==> src/rtl/idex_stage.sv <==
// ID/EX pipeline register with load-use / branch-operand hazard detection and bubble insertion.
// Optional performance counters are enabled by defining IDEX_PERF_CNT_EN.
module idex_stage #(
    parameter int DW = 32,
    parameter int RW = 5
) (
    input  logic          clk,
    input  logic          rst_n,
    input  logic          RegWrite,
    input  logic          ALUSrc,
    input  logic          RegDst,
    input  logic          MemtoReg,
    input  logic          MemWrite,
    input  logic          MemRead,
    input  logic          Branch,
    input  logic [1:0]    ALUop,
    input  logic          ID_Flush,
    input  logic [DW-1:0] ReadData1,
    input  logic [DW-1:0] ReadData2,
    input  logic [DW-1:0] SignExt,
    input  logic [RW-1:0] Rs,
    input  logic [RW-1:0] Rt,
    input  logic [RW-1:0] Rd,
    input  logic          MEM_MemRead,
    input  logic [RW-1:0] MEM_Rt,
    output logic          EX_RegWrite,
    output logic          EX_ALUSrc,
    output logic          EX_RegDst,
    output logic          EX_MemtoReg,
    output logic          EX_MemWrite,
    output logic          EX_MemRead,
    output logic [1:0]    EX_ALUop,
    output logic [DW-1:0] EX_A,
    output logic [DW-1:0] EX_B,
    output logic [DW-1:0] EX_Imm,
    output logic [RW-1:0] EX_Rs,
    output logic [RW-1:0] EX_Rt,
    output logic [RW-1:0] EX_Rd,
`ifdef IDEX_PERF_CNT_EN
    output logic [15:0]   StallCnt,
    output logic [15:0]   BubbleCnt,
`endif
    output logic          Stall
);

    logic [RW-1:0] ex_dst;
    logic          lu_hazard;
    logic          ex_dep;
    logic          mem_dep;
    logic          br_hazard;
    logic          bubble;

    assign ex_dst    = EX_RegDst ? EX_Rd : EX_Rt;
    assign lu_hazard = EX_MemRead && (EX_Rt != '0) && ((EX_Rt == Rs) || (EX_Rt == Rt));
    assign ex_dep    = EX_RegWrite && (ex_dst != '0) && ((ex_dst == Rs) || (ex_dst == Rt));
    assign mem_dep   = MEM_MemRead && (MEM_Rt != '0) && ((MEM_Rt == Rs) || (MEM_Rt == Rt));
    assign br_hazard = Branch && (ex_dep || mem_dep);

    // A flush wins over a hazard so fetch is free to redirect; the bubble still goes in.
    assign Stall  = (lu_hazard || br_hazard) && !ID_Flush;
    assign bubble = Stall || ID_Flush;

    always_ff @(posedge clk) begin
        if (!rst_n) begin
            EX_RegWrite <= 1'b0;
            EX_ALUSrc   <= 1'b0;
            EX_RegDst   <= 1'b0;
            EX_MemtoReg <= 1'b0;
            EX_MemWrite <= 1'b0;
            EX_MemRead  <= 1'b0;
            EX_ALUop    <= '0;
            EX_A        <= '0;
            EX_B        <= '0;
            EX_Imm      <= '0;
            EX_Rs       <= '0;
            EX_Rt       <= '0;
            EX_Rd       <= '0;
        end else begin
            if (bubble) begin
                EX_RegWrite <= 1'b0;
                EX_ALUSrc   <= 1'b0;
                EX_RegDst   <= 1'b0;
                EX_MemtoReg <= 1'b0;
                EX_MemWrite <= 1'b0;
                EX_MemRead  <= 1'b0;
                EX_ALUop    <= '0;
            end else begin
                EX_RegWrite <= RegWrite;
                EX_ALUSrc   <= ALUSrc;
                EX_RegDst   <= RegDst;
                EX_MemtoReg <= MemtoReg;
                EX_MemWrite <= MemWrite;
                EX_MemRead  <= MemRead;
                EX_ALUop    <= ALUop;
            end
            EX_A   <= ReadData1;
            EX_B   <= ReadData2;
            EX_Imm <= SignExt;
            EX_Rs  <= Rs;
            EX_Rt  <= Rt;
            EX_Rd  <= Rd;
        end
    end

`ifdef IDEX_PERF_CNT_EN
    always_ff @(posedge clk) begin
        if (!rst_n) begin
            StallCnt  <= '0;
            BubbleCnt <= '0;
        end else begin
            if (Stall && (StallCnt != '1)) StallCnt <= StallCnt + 16'd1;
            if (bubble && (BubbleCnt != '1)) BubbleCnt <= BubbleCnt + 16'd1;
        end
    end
`endif

endmodule

==> config.mk <==
export PLATFORM = sky130hd
export DESIGN_NAME = idex_stage
export DESIGN_NICKNAME = d
export VERILOG_FILES = /design/src/rtl/idex_stage.sv
export SDC_FILE = /design/constraint.sdc
export NUM_CORES = 1
export LEC_CHECK = 0
export ABC_AREA = 1
export BUFFER_PORTS_ARGS = -buffer_cell sky130_fd_sc_hd__buf_2
export CAP_MARGIN = 30
export CORE_MARGIN = 10
export CORE_UTILIZATION = 46
export CTS_BUF_LIST = sky130_fd_sc_hd__clkbuf_16
export CTS_CLUSTER_SIZE = 12
export DETAILED_ROUTE_END_ITERATION = 10
export PLACE_DENSITY = 0.85
export SLEW_MARGIN = 10
export SYNTH_ARGS = -nofsm -noshare
export SYNTH_HDL_FRONTEND = slang
export SYNTH_SLANG_ARGS = --single-unit
==> constraint.sdc <==
create_clock -name clk -period 3.69 [get_ports clk]
set_clock_uncertainty 0.15 [all_clocks]
set_input_delay 0.369 -clock clk [delete_from_list [all_inputs] [get_ports clk]]
set_output_delay 0.369 -clock clk [all_outputs]
set_load 0.05 [all_outputs]
==> impl_metrics.tcl, run 1 <==
set metrics [dict create \
    status "finished, final reports clean" \
    syn_to_final_growth_pct 56.74 \
    crit_family "simple AND/OR/NAND/NOR gates" \
    detail_route.first_pass.iterations 5 \
    fmax_mhz 359.8 \
    crit_path_start_kind "flip-flop" \
    totalWireLength_microns 14130 \
    num_rows 34 \
    cts_resized 0 \
    antenna_left 0 \
    cpMaxStageDelayCell "dfxtp_1" \
    vdd_drop_max_v 0.0004070 \
    slowest_delay_ns 0.62 \
    p_sw_mw 1.034 \
    setup_viol 0 \
    finalNonFillerCells 916 \
    core-area_sq_um 8593 \
    cts.reportedPaths.clkPinSlew_ns 0.05 \
    vias_per_cell 4.539 \
    critPathBufInv 2 \
    io_pins 249 \
    arrival_ns 2.26 \
    nets 924 \
    remaining_drc_errors 0 \
    synth_seq_cells 119 \
    synth_nets 632 \
    ys_seq_area_frac 0.5930 \
    slew_headroom 0.5991 \
    path_depth 13 \
    end_kind "primary output" \
    worstMarginPinSlew_ns 0.6013 \
    max-cap-violations 0 \
    grt_start_max_net_pins 67 \
    p_leak_nw 4.042 \
    rsz0062_at_grt "false" \
    dp_cells 847 \
    clk_latency_ns 0.40 \
    min_path_type "in -> reg" \
    cts_sinks 119 \
    synth_area_leaders "dfxtp_1 59%, nand2_1 15%, inv_1 13%" \
    p_comb_frac 0.162 \
    cts_max_path_buffers 2 \
    cts_tree "built" \
    overflow 0 \
    slew_violations 0 \
    finalPower_mw 3.550 \
    root_buffer "clkbuf_16" \
    final_util 0.7328 \
    stdcell_area_sq_um 6297 \
    p_clk_frac 0.450 \
    p_sw_frac 0.2912 \
    cts_max_level 4 \
    track_usage 0.2129 \
    dpl_cell_area_sq_um 5348 \
    cts_buffers 17 \
    dr.first_iter.drc_count 240 \
    io_buffers 248 \
    die_x_microns 113.5 \
    cp_cell_sequence "inv_8, nand2_2, nand2_1, nand2_1, nand2_1, nor2_1, nand3_1, nand2_1, nand2_1, nand2_1, nand2_2, a21oi_1, buf_2" \
    period_needed_ns 2.779 \
    path_max_fanout 11 \
    powerDensity_nw_per_um2 563.8 \
    place.gp.congestion 1.003 \
    period_share 0.7532 \
    place_ws_ns 1.360 \
    path_class "reg -> out" \
    dp_hpwl_microns 10180 \
    hold_viol_final 0 \
    r2r_cells 9 \
    die_y_microns 113.5 \
    num_vias 4158 \
    seqPwrFrac 0.389 \
    required_ns 3.17 \
    intPower_mw 2.517 \
    wl_per_cell_microns 15.42 \
    die_area_sq_um 12870 \
    diodes 0 \
    grt_first_pass_wirelength_microns 21940 \
    antenna_found_initial 0 \
    first_global_vias 4474 \
    hold_depth 3 \
    tns_ns 0 \
    synth_area_sq_um 4018 \
    initial_core_util 0.4675 \
    syn_area_per_cell_sq_um 7.987 \
    yosysUniqueCellTypes 22 \
    yosys.area.top_type_share 0.5930 \
    holdWs_ns 0.002457 \
    worst_slack_ns 0.9106 \
    syn_inst 503 \
    ys_warn_count 0 \
    drive_above_1_share 0.3676 \
    path_common_cell "nand2_1" \
    yosysTopAreaCell "dfxtp_1" \
]
[worst min-delay path: stages]
cell     delay [ns]
buf_2          0.07
nand2_1        0.04
inv_1          0.04
[cells in the mapped netlist]
cell and instances:
nor4_1 1, dfxtp_1 119, xnor2_1 4, clkbuf_1 12, o211ai_1 1, nand2_1 160
nand4_1 2, or2_1 1, nor3_1 2, nor2_1 9, inv_8 1, o21a_1 1
nand3_1 15, or2_2 1, nand3_4 1, inv_1 138, nand3b_1 2, xor2_1 10
nor2_2 8, a21oi_1 7, buf_6 1, nand2_2 7
[final timing paths]
| path | startpoint | end | slack [ns] |
|---|---|---|---|
| worst min register to register | EX_MemRead | EX_MemRead | 0.63 |
| worst max-delay path | EX_RegDst | Stall | 0.91 |
| worst min-delay path | Rd[1] | EX_Rd[1] | 0.002 |
| worst max register to register | EX_RegDst | EX_ALUSrc | 1.69 |
[timing repair]
item | in CTS | in global routing
hold endpoints to repair | 36 | 1
hold buffers | 36 | 1
buffers inserted | 0 | 0
[flip-flops by register name (all words and copies together) (netlist names), 2 cells and up]
signal and cells:
EX_B 32, EX_Rd 5, EX_Imm 32, EX_Rs 5, EX_Rt 5, EX_ALUop 2, EX_A 32
[power by group through the flow]
stage	combinational (mW)	clock, mW	sequential, mW
after global placement	0.525	0	1.40
after CTS	0.567	1.62	1.38
final	0.574	1.60	1.38
after floorplan	0.115	0	1.65
after global routing	0.612	1.68	1.39
after detailed placement	0.535	0	1.41
[final cells by class]
cell class                 count  area [sq um]
clock buffer                  17         425.4
clock inverter                15         153.9
fill                         606          2296
inverter                     139         529.3
multi-input combinational    232          1050
sequential                   119          2382
tap                          108         135.1
timing repair buffer         286          1622
[placed cells by master, fill, tap and decap left out]
| master | netlist | final |
|---|---|---|
| buf_2 | 0 | 247 |
| nand2_1 | 160 | 160 |
| inv_1 | 138 | 138 |
| dfxtp_1 | 119 | 119 |
| dlygate4sd3_1 | 0 | 37 |
| clkbuf_16 | 0 | 17 |
| nand3_1 | 15 | 15 |
| xor2_1 | 10 | 10 |
| nor2_1 | 9 | 9 |
| nor2_2 | 8 | 8 |
| nand2_2 | 7 | 7 |
| a21oi_1 | 7 | 7 |
| clkinvlp_4 | 0 | 5 |
| xnor2_1 | 4 | 4 |
| inv_6 | 0 | 3 |
| nand3b_1 | 2 | 2 |
| nand4_1 | 2 | 2 |
| nor3_1 | 2 | 2 |
| bufinv_16 | 0 | 2 |
| clkinv_4 | 0 | 2 |
| clkinv_1 | 0 | 2 |
| buf_4 | 0 | 2 |
| inv_8 | 1 | 1 |
| o21a_1 | 1 | 1 |
| or2_2 | 1 | 1 |
| nor4_1 | 1 | 1 |
| or2_1 | 1 | 1 |
| o211ai_1 | 1 | 1 |
| nand3_4 | 1 | 1 |
| clkinv_2 | 0 | 1 |
[metal layers]
| layer | track usage | share of wire | up-vias |
|---|---|---|---|
| li1 | - | - | 1999 |
| met1 | 0.1934 | 0.33 | 1896 |
| met2 | 0.3798 | 0.52 | 221 |
| met3 | 0.1155 | 0.12 | 42 |
| met4 | 0.09983 | 0.034 | 0 |
| met5 | 0 | 0 | - |
[kinds of logic after synthesis]
family                 count (synthesis)  share of synthesized area
AND/OR/NAND/NOR                      209                     0.2183
buffers and inverters                152                     0.1457
flip-flops                           119                     0.5930
XOR/XNOR                              14                    0.03052
AO/OA/AOI/OAI                          9                    0.01246
Note: power is estimated with default switching activity, not from simulation.
==> inputs of run 2 (changes only) <==
Settings changed: CORE_UTILIZATION 46 to 42, PLACE_DENSITY 0.85 to 0.79.
Clock period 3.69 ns to 2.6 ns, I/O delays scaled along.
==> impl_metrics.tcl, run 2 (synthesized netlist as in run 1, its figures left out) <==
set metrics [dict create \
    status "finished, final reports clean" \
    holdWs_ns 0.1146 \
    wl_per_cell_microns 16.56 \
    worstHoldEndpoint "EX_ALUop[1]" \
    required_ns 2.19 \
    final_common_cell "buf_2" \
    detail_route.first_pass.iterations 4 \
    initial_core_util 0.4327 \
    io_buffers 248 \
    die_x_microns 117.8 \
    die_area_sq_um 13880 \
    root_buffer "clkbuf_16" \
    fmax_mhz 402.2 \
    hold_viol_final 0 \
    reg2reg_setup_slack_ns 0.87 \
    period_needed_ns 2.486 \
    num_rows 35 \
    layout_common_cells "246 x buf_2, 160 x nand2_1, 138 x inv_1" \
    arrival_ns 2.08 \
    worstMarginPinSlew_ns 0.4403 \
    dp_hpwl_microns 10540 \
    overflow 0 \
    max-cap-violations 0 \
    worstReg2RegEnd "EX_RegDst" \
    tns_ns 0 \
    antenna_found_initial 4 \
    rsz0062_at_grt "false" \
    finalPower_mw 5.222 \
    syn_to_final_growth_pct 79.17 \
    stdcell_area_sq_um 7198 \
    place.gp.congestion 0.9061 \
    vias_per_cell 4.426 \
    cts_setup_buffers 0 \
    io_pins 249 \
    slew_headroom 0.7065 \
    path_class "in -> out" \
    die_y_microns 117.8 \
    min_path_type "in -> reg" \
    p_leak_nw 4.409 \
    reg.largest.list "EX_A x32, EX_B x32, EX_Imm x32" \
    antenna_left 0 \
    r2r_start "EX_RegDst" \
    hold_depth 4 \
    period_share 0.9563 \
    drive_above_1_share 0.3393 \
    cts_max_path_buffers 2 \
    dpl_cell_area_sq_um 5390 \
    r2r_cells 9 \
    worst_slack_ns 0.1135 \
    nets 1006 \
    hold_path.startpoint "Branch" \
    end_kind "primary output" \
    setup_viol 0 \
    path_max_fanout 5 \
    core-area_sq_um 9284 \
    cts.reportedPaths.clkPinSlew_ns 0.06 \
    vdd_drop_max_v 0.0005044 \
    remaining_drc_errors 0 \
    track_usage 0.2339 \
    totalWireLength_microns 16940 \
    slew_violations 0 \
    clk_latency_ns 0.40 \
    num_vias 4528 \
    cts_sinks 119 \
    place_ws_ns 0.3887 \
    cts_buffers 17 \
    dr.first_iter.drc_count 274 \
    first_global_vias 4975 \
    grt_first_pass_wirelength_microns 25920 \
    cts_tree "built" \
    cts_max_level 4 \
    crit_path_start_kind "input pin" \
    grt_start_max_net_pins 71 \
    powerDensity_nw_per_um2 725.5 \
]
-- run 2: cell count changes in the layout (fill, tap and decap cells not counted), moves of 2 or more --
cell           delta
a21oi_1           -2
a21oi_2           +2
clkinv_1          -2
clkinv_4          +4
clkinvlp_4        -3
diode_2           +4
dlygate4sd3_1    +82
-- run 2: area by class of cell --
class,instances,area (sq um)
fillers,603,2086
inverters,139,529.3
multi-input cells,232,1057
diodes,4,10.01
flip-flops and latches,119,2384
clock inverters,15,170.2
well taps,129,161.4
repair buffers,368,2461
clock buffers,17,425.4
-- run 2: how the worst max path moves through the flow --
| stage | start | slack, ns | end | depth (start not counted) |
|---|---|---|---|---|
| after CTS | Rt[1] | 0.05 | Stall | 10 |
| after global routing | Rt[4] | 0.01 | Stall | 11 |
| final | Rs[1] | 0.11 | Stall | 10 |
| after floorplan | EX_RegDst | 0.20 | Stall | 13 |
| after detailed placement | EX_RegDst | 0.39 | Stall | 11 |
| after global placement | EX_RegDst | 0.45 | Stall | 13 |
-- run 2: per-stage QoR --
stage | instances | utilization
2_1_floorplan | 503 | -
3_3_place_gp | 868 | 0.5806
3_5_place_dp | 868 | 0.5806
4_1_cts | 1019 | 0.7732
5_1_grt | 1023 | 0.7753
6_report | 1023 | 0.7753
-- run 2: worst max-delay path, stage by stage --
cell	delay, ns
dlygate4sd3_1	0.55
buf_2	0.16
inv_1	0.10
nand2_1	0.06
a21oi_1	0.21
nand3_1	0.10
nand2_1	0.09
o211ai_1	0.17
a21oi_2	0.20
buf_6	0.17
-- run 2: layer usage --
metal | vias to the layer above | global-route usage | share of wire
met3 | 46 | 0.1127 | 0.10
met4 | 0 | 0.1043 | 0.034
li1 | 2169 | - | -
met5 | - | 0 | 0
met1 | 2072 | 0.2159 | 0.34
met2 | 241 | 0.4252 | 0.52
-- run 2: timing repair --
action	in CTS	in global routing
endpoints found under the hold margin	119	0
hold buffers	119	0
endpoints found under the setup margin	1	1
gates resized for setup	1	4
-- run 2: power breakdown --
part	switching, mW	internal, mW
Combinational	0.607	0.320
Sequential	0.0430	1.92
Clock	0.897	1.43
==> inputs of run 3 (changes only) <==
Settings changed: CELL_PAD_IN_SITES_DETAIL_PLACEMENT set to 0, CELL_PAD_IN_SITES_GLOBAL_PLACEMENT set to 1, CORE_UTILIZATION 42 to 29, PLACE_DENSITY 0.79 to not set, PLACE_DENSITY_LB_ADDON set to 0.1.
==> impl_metrics.tcl, run 3 (synthesized netlist as in run 1, its figures left out) <==
set metrics [dict create \
    die_y_microns 137.7 \
    reg.largest.list "EX_A x32, EX_B x32, EX_Imm x32" \
    core-area_sq_um 13400 \
    cts_max_path_buffers 2 \
    max-cap-violations 0 \
    slew_headroom 0.6601 \
    crit_path_start_kind "input pin" \
    drive_above_1_share 0.3374 \
    layout_common_cells "246 x buf_2, 160 x nand2_1, 138 x inv_1" \
    wl_per_cell_microns 13.90 \
    syn_to_final_growth_pct 81.94 \
    slowest_delay_ns 0.53 \
    finalPower_mw 5.228 \
    fmax_mhz 405.0 \
    overflow 0 \
    dr.first_iter.drc_count 147 \
    final_common_cell "buf_2" \
    die_x_microns 137.7 \
    vdd_drop_max_v 0.0004437 \
    p_leak_nw 4.433 \
    cts.reportedPaths.clkPinSlew_ns 0.06 \
    cts_buffers 17 \
    die_area_sq_um 18960 \
    cp_cell_sequence "dlygate4sd3_1, buf_2, or2_2, a21oi_1, nand3_1, nand2_1, nand2_1, nand2_1, nand2_2, a21oi_2, buf_6" \
    antenna_found_initial 0 \
    worstMarginPinSlew_ns 0.5099 \
    arrival_ns 2.06 \
    critPathBufInv 3 \
    path_class "in -> out" \
    io_buffers 248 \
    cts_tree "built" \
    crit_family "buffers and inverters" \
    antenna_left 0 \
    reg2reg_setup_slack_ns 0.89 \
    cts_max_level 4 \
    required_ns 2.19 \
    hold_viol_final 0 \
    clk_latency_ns 0.41 \
    diodes 0 \
    dp_hpwl_microns 10710 \
    period_share 0.9497 \
    vias_per_cell 3.899 \
    hold_path.startpoint "Branch" \
    cpMaxStageDelayCell "dlygate4sd3_1" \
    r2r_start "EX_RegDst" \
    num_rows 42 \
    path_max_fanout 6 \
    end_kind "primary output" \
    totalWireLength_microns 14880 \
    worstSetupStartpoint "Rt[4]" \
    period_needed_ns 2.469 \
    first_global_vias 4382 \
    cts_sinks 119 \
    tns_ns 0 \
    path_common_cell "nand2_1" \
    remaining_drc_errors 0 \
    initial_core_util 0.2998 \
    place.gp.congestion 0.7949 \
    setup_viol 0 \
    min_path_type "in -> reg" \
    slew_violations 0 \
    powerDensity_nw_per_um2 715.2 \
    detail_route.first_pass.iterations 5 \
    rsz0062_at_grt "false" \
    grt_start_max_net_pins 107 \
    track_usage 0.1551 \
    grt_first_pass_wirelength_microns 22450 \
    io_pins 249 \
    num_vias 4176 \
    status "finished, final reports clean" \
    cts_setup_buffers 0 \
    nets 1011 \
    root_buffer "clkbuf_16" \
]
-- run 3: area by class of cell --
class,instances,area [sq um]
clock buffer,17,425.4
clock inverter,15,177.7
fill,1235,6091
inverter,139,529.3
multi-input combinational,232,1062
sequential,119,2384
tap,176,220.2
timing repair buffer,373,2511
-- run 3: metrics by stage --
stage,std cells,instance area [sq um],util,setup slack [ns],hold slack (ns)
3_3_place_gp,915,5449,0.4066,0.3922,0.2893
5_1_grt,1071,7310,0.5455,0.01742,0.08739
2_1_floorplan,503,4021,-,0.2020,0.2035
3_5_place_dp,915,5449,0.4066,0.3853,0.2936
6_report,1071,7310,0.5455,0.1308,0.09177
4_1_cts,1071,7295,0.5444,0.008792,0.07957
-- run 3: report_power, final --
| part | internal, mW | switching, mW | leakage, nW |
|---|---|---|---|
| sequential | 1.92 | 0.0336 | 0.991 |
| combinational | 0.326 | 0.587 | 3.15 |
| clock | 1.51 | 0.851 | 0.295 |
-- run 3: metal layers --
layer  part of all wire  up-vias  global-route usage  wire length, microns
li1                   -     2172                   -                     -
met1               0.34     1857              0.1427                  5083
met2               0.55      136              0.2887                  8164
met3              0.099       11             0.08084                  1476
met4              0.011        0             0.04809                   159
met5                  0        -                   0                     0
-- run 3: path summary, 6_finish.rpt --
kind	to	depth (start not counted)
worst max-delay path	Stall	11
worst min-delay path	EX_RegWrite	4
worst max register to register	EX_RegDst	9
worst min register to register	EX_RegWrite	3
-- run 3: worst reg2reg max path, stage by stage (launching register included) --
cell	delay, ns
dfxtp_2	0.47
nand2_1	0.13
nand2_1	0.11
nand4_1	0.11
o21a_1	0.18
nand2_1	0.06
nand2_1	0.06
nand2_2	0.09
nand3_4	0.15
nor2_2	0.13
-- run 3: repair_timing --
item                                    CTS  global route
gates cloned                              0             0
hold endpoints to repair                119             0
endpoints found under the setup margin    1             1
hold buffers                            124             0
gates resized for setup                   1             5
